[src/rtl/pauli_correction_queue.sv]
// ----------------------------------------------------------------------------
// pauli_correction_queue : correction FIFO ahead of the Pauli frame tracker
// Rev 1.0
// ----------------------------------------------------------------------------
`default_nettype none

module pauli_correction_queue #(
  parameter int NUM_QUBITS = 49,
  parameter int ADDR_W     = $clog2(NUM_QUBITS),
  parameter int DEPTH      = 8,
  parameter int CNT_W      = 16
) (
  input  logic                       clk,
  input  logic                       rst,
  input  logic                       in_valid,
  output logic                       in_ready,
  input  logic [ADDR_W-1:0]          in_addr,
  input  logic [1:0]                 in_pauli,
  input  logic                       trk_busy,
  output logic                       wr_en,
  output logic [ADDR_W-1:0]          wr_addr,
  output logic [1:0]                 wr_pauli,
  output logic [$clog2(DEPTH+1)-1:0] count,
  output logic [CNT_W-1:0]           stall_cycles
);

  localparam int PTR_W = $clog2(DEPTH);
  localparam int CW    = $clog2(DEPTH+1);

  logic [ADDR_W-1:0] mem_addr  [DEPTH];
  logic [1:0]        mem_pauli [DEPTH];

  logic [PTR_W-1:0] rd_ptr;
  logic [PTR_W-1:0] wr_ptr;
  logic [PTR_W-1:0] tail_ptr;

  logic pop;
  logic accept;
  logic non_identity;
  logic coalesce;
  logic append;

  assign tail_ptr     = wr_ptr - PTR_W'(1);
  assign in_ready     = !rst && (count < CW'(DEPTH));
  assign pop          = (count != '0) && !trk_busy;
  assign accept       = in_valid && in_ready;
  assign non_identity = (in_pauli != 2'b00);

  // Merging into an entry that leaves this cycle would lose the update, so the
  // lone-entry-being-popped case falls through to a normal append.
  assign coalesce = accept && non_identity && (count != '0) &&
                    (in_addr == mem_addr[tail_ptr]) &&
                    ((count > CW'(1)) || !pop);
  assign append   = accept && non_identity && !coalesce;

  // Storage carries no reset; occupancy and pointers alone define validity.
  always_ff @(posedge clk) begin
    if (!rst) begin
      if (append) begin
        mem_addr[wr_ptr]  <= in_addr;
        mem_pauli[wr_ptr] <= in_pauli;
      end else if (coalesce) begin
        mem_pauli[tail_ptr] <= mem_pauli[tail_ptr] ^ in_pauli;
      end
    end
  end

  always_ff @(posedge clk) begin
    if (rst) begin
      rd_ptr       <= '0;
      wr_ptr       <= '0;
      count        <= '0;
      wr_en        <= 1'b0;
      wr_addr      <= '0;
      wr_pauli     <= 2'b00;
      stall_cycles <= '0;
    end else begin
      wr_en <= 1'b0;
      if (pop) begin
        rd_ptr <= rd_ptr + PTR_W'(1);
        // A head cancelled to identity by merging leaves without a write.
        if (mem_pauli[rd_ptr] != 2'b00) begin
          wr_en    <= 1'b1;
          wr_addr  <= mem_addr[rd_ptr];
          wr_pauli <= mem_pauli[rd_ptr];
        end
      end
      if (append) begin
        wr_ptr <= wr_ptr + PTR_W'(1);
      end
      count <= count + CW'(append) - CW'(pop);
      if ((count != '0) && trk_busy && (stall_cycles != {CNT_W{1'b1}})) begin
        stall_cycles <= stall_cycles + CNT_W'(1);
      end
    end
  end

endmodule

`default_nettype wire

[config.mk]
export PLATFORM = sky130hd
export DESIGN_NAME = pauli_correction_queue
export DESIGN_NICKNAME = d
export VERILOG_FILES = /design/src/rtl/pauli_correction_queue.sv
export SDC_FILE = /design/constraint.sdc
export NUM_CORES = 1
export LEC_CHECK = 0
export BUFFER_PORTS_ARGS = -buffer_cell sky130_fd_sc_hd__buf_4
export CAP_MARGIN = 20
export CORE_UTILIZATION = 59
export DETAILED_ROUTE_END_ITERATION = 12
export GPL_TIMING_DRIVEN = 0
export PLACE_DENSITY = 0.83
export SETUP_SLACK_MARGIN = 0.4
export SKIP_CTS_REPAIR_TIMING = 1
export SLEW_MARGIN = 15
export SYNTH_ARGS = -nofsm -noshare
export SYNTH_HDL_FRONTEND = slang
export SYNTH_SLANG_ARGS = --single-unit
[constraint.sdc]
create_clock -name clk -period 4.5 [get_ports clk]
set_clock_uncertainty 0.1 [all_clocks]
set_input_delay 0.45 -clock clk [delete_from_list [all_inputs] [get_ports clk]]
set_output_delay 0.45 -clock clk [all_outputs]
set_load 0.01 [all_outputs]
==> results.md <==
* Run status: completed
* Die span in y at 93.3 um
* Yosys reg bits at 102
* Max-Cap Viols at 0
* Clk Latency, worst-skew pair at 0.38 ns
* Synth Warn # at 0
* Clock Sinks at 102
* End of the critical path: count[3]$_SDFF_PP0_
* Initial core utilization at 0.624
* Post-detail-place hpwl at 7370 um
* Crit end category: flip-flop
* Min Hold Slack at 0.235 ns
* R2r worst-path depth at 18
* Worst-path maximum fanout at 10
* # rows at 32
* Worst path required time at 4.65 ns
* Routed WL at 10400 um
* Largest net degree at the start of global routing at 20
* Least-Margin Pin Slew at 0.929 ns
* Clk slew on worst S/H paths at 0.10 ns
* Fraction of layout cells with a size suffix above 1 at 0.287
* Worst VDD drop at 0.000287 V
* Antenna-violating nets left at 0
* Largest cells by area after synthesis: edfxtp_1 (39%), dfxtp_1 (15%), mux4_2 (15%)
* Area Overhead vs Synth at 17.2%
* DR WL/cell at 19.4 um
* Unrepaired setup endpoints after global routing: yes
* Routed vias at 3342
* First-pass DRT Iterations at 5
* Buffers on Ports at 41
* Power per cell area at 471 nW/um2
* Antenna diode count at 0
* Worst hold stages at 1
* Register area share after synthesis at 0.545
* Dpl cell area at 5360 um2
* I/O Pins at 42
* FMAX at 248 MHz
* Die W at 93.3 um
* Htree depth at 3
* Final core utilization at 0.731
* PnR Total Power at 2.71 mW
* Final worst setup slack at 0.462 ns
* R2R Path End: count[3]$_SDFF_PP0_
* Worst Setup Start Kind: flip-flop
* Post-route design area at 5770 um2
* GP Congestion at 0.874
* EDFF count, synth at 64
* Starting DRT DRC Count at 239
* Multi-input gate area at 2140 um2
* Mapped cell area at 4920 um2
* Setup violators final at 0
* Global route total overflow at 0
* Final period util at 0.897
* Via-per-instance ratio at 6.22
* Root Buffer Master: clkbuf_8
* Post-synth top area cell: edfxtp_1
* Final hold vios at 0
* First-pass GRT wire length at 16000 um
* Sequential Area at 2680 um2
* FILL cells at 502
* Worst-path cell chain: buf_12 -> buf_12 -> buf_8 -> inv_2 -> ha_4 -> buf_8 -> mux4_2 -> xnor2_2 -> nand3_2 -> a2111o_1 -> o21ai_4 -> ha_1 -> inv_1 -> ha_1 -> a21o_1 -> a21oi_1 -> xnor2_1 -> nor2_1
* Vias in the first global route at 3261
* Cts bufs inserted at 9
* Ys async rst share at 0
* Count of final max-slew check failures at 0
* Antenna violations before repair at 0
* Worst path max stage delay at 0.54 ns
* Synth top area share at 0.391
* Gr usage total at 0.249
* Critical Path AT at 4.19 ns
* Max clock buf depth at 2
* Mapped Avg Cell Area at 13.5 um2
* Synthesized net count at 388
* Start of the worst register-to-register path: wr_ptr[0]$_SDFFE_PP0P_
* Post-Place Setup Slack at -0.361 ns
* Prevailing post-synth register cell: edfxtp_1
* Die area at 8710 um2
* CTS tree: yes
* Leakage at 2.07 nW
* Core area at 7890 um2
* Worst R2R Setup Slack at 0.46 ns
* Post-synthesis cell count at 365
* Worst hold-check path type: in2reg
* Slowest CP cell: a2111o_1
* Min cycle time layout at 4.04 ns
* DRC errors left at 0
* Distinct cells, synth at 45
* Relative max-transition margin at 0.379
* Critical path class: reg2reg
* Nets at 453
* CP startpoint: wr_ptr[0]$_SDFFE_PP0P_
==> per-layer routing <==
metal	GRT usage	share of wire
met1	0.297	0.39
met2	0.449	0.53
met3	0.0480	0.062
met4	0.0897	0.015
met5	0	0
==> state kept, by name, summed over array words and instances (netlist names), named ones only <==
name	count
wr_addr	6
wr_en	1
stall_cycles	16
mem_addr	48
wr_pauli	2
mem_pauli	16
rd_ptr	3
count	4
wr_ptr	3
==> layout make-up <==
class / instances / area share
sequential: 102 / 0.465
inverter: 18 / 0.0117
clock inverter: 7 / 0.0152
clock buffer: 9 / 0.0215
multi-input combinational: 227 / 0.372
timing repair buffer: 54 / 0.0703
tap: 102 / 0.0221
buffer: 18 / 0.0219
==> critical path: cells and delay by family, from the launching register on <==
kind                       cells  cell delay, ns
adders and majority gates      3            0.80
xor gates and xnor gates       2            0.33
AOI/OAI and AO/OA              4            1.09
buffers and inverters          6            0.67
and+or+nand+nor                2            0.18
muxes                          1            0.33
DFF                            1            0.37
==> power breakdown <==
part	internal [mW]	total, mW	switching (mW)
logic	0.468	0.948	0.480
clock network	0.271	0.607	0.336
registers	1.07	1.16	0.0828
==> kinds of logic (layout without fill, tap and decap cells) <==
logic type / Yosys count / after routing / synth area share
compound gates: 49 / 49 / 0.0811
buf+inv: 36 / 106 / 0.0308
xor+xnor: 30 / 30 / 0.0534
flops: 102 / 102 / 0.545
fa+ha+maj: 11 / 11 / 0.0295
simple gates: 92 / 92 / 0.0862
mux: 45 / 45 / 0.174
==> worst min path at each step <==
| stage | startpoint | endpoint | slack (ns) |
|---|---|---|---|
| after floorplan | wr_pauli[0]$_SDFFE_PP0P_ | wr_pauli[0]$_SDFFE_PP0P_ | 0.38 |
| after global placement | wr_pauli[0]$_SDFFE_PP0P_ | wr_pauli[0]$_SDFFE_PP0P_ | 0.36 |
| after detailed placement | wr_pauli[0]$_SDFFE_PP0P_ | wr_pauli[0]$_SDFFE_PP0P_ | 0.36 |
| after CTS | in_addr[1] | mem_addr[0][1]$_DFFE_PP_ | 0.22 |
| after global routing | in_addr[1] | mem_addr[1][1]$_DFFE_PP_ | 0.23 |
| final | in_addr[2] | mem_addr[3][2]$_DFFE_PP_ | 0.24 |
==> placed cells by master (no fill, tap or decap), types with 3 or more instances in the layout <==
master	instances
a2111o_1	3
a211oi_1	6
a21oi_1	10
and2_1	4
and3_1	3
buf_1	4
buf_2	3
buf_4	54
clkbuf_1	7
clkbuf_8	9
dfxtp_1	37
edfxtp_1	64
ha_1	9
inv_1	17
mux2i_1	10
mux4_2	32
nand2_1	24
nand2b_1	4
nand3_1	4
nand4_1	6
nor2_1	34
nor3_1	5
o2111ai_1	4
o211ai_1	6
o21ai_0	3
o31ai_1	6
xnor2_1	13
xnor2_2	3
xor2_1	13
==> synth_stat cells, types with 2 or more instances <==
| cell type | n |
|---|---|
| nand2b_1 | 4 |
| o21ai_0 | 3 |
| or3_1 | 2 |
| nor2b_1 | 2 |
| nand3_1 | 5 |
| o211ai_1 | 6 |
| edfxtp_1 | 64 |
| o2111ai_1 | 4 |
| inv_1 | 18 |
| and3_1 | 3 |
| buf_2 | 4 |
| a211oi_1 | 6 |
| nor2_1 | 34 |
| xor2_1 | 14 |
| mux4_2 | 32 |
| ha_1 | 10 |
| mux2i_1 | 10 |
| nor3_1 | 5 |
| a2111oi_2 | 2 |
| dfxtp_1 | 38 |
| a2111o_1 | 3 |
| clkbuf_1 | 7 |
| and2_1 | 4 |
| buf_1 | 5 |
| nand4_1 | 6 |
| nand2_1 | 24 |
| xnor2_1 | 16 |
| a21oi_1 | 10 |
| o31ai_1 | 6 |
| mux2_2 | 2 |
| o41ai_1 | 2 |
==> metrics by stage <==
step           cells  TNS [ns]
3_5_place_dp     508     -2.43
4_1_cts          524     -2.72
5_1_grt          537         0
2_1_floorplan    365         0
6_report         537         0
3_3_place_gp     508     -1.19
Note: power is estimated with default switching activity, not from simulation.
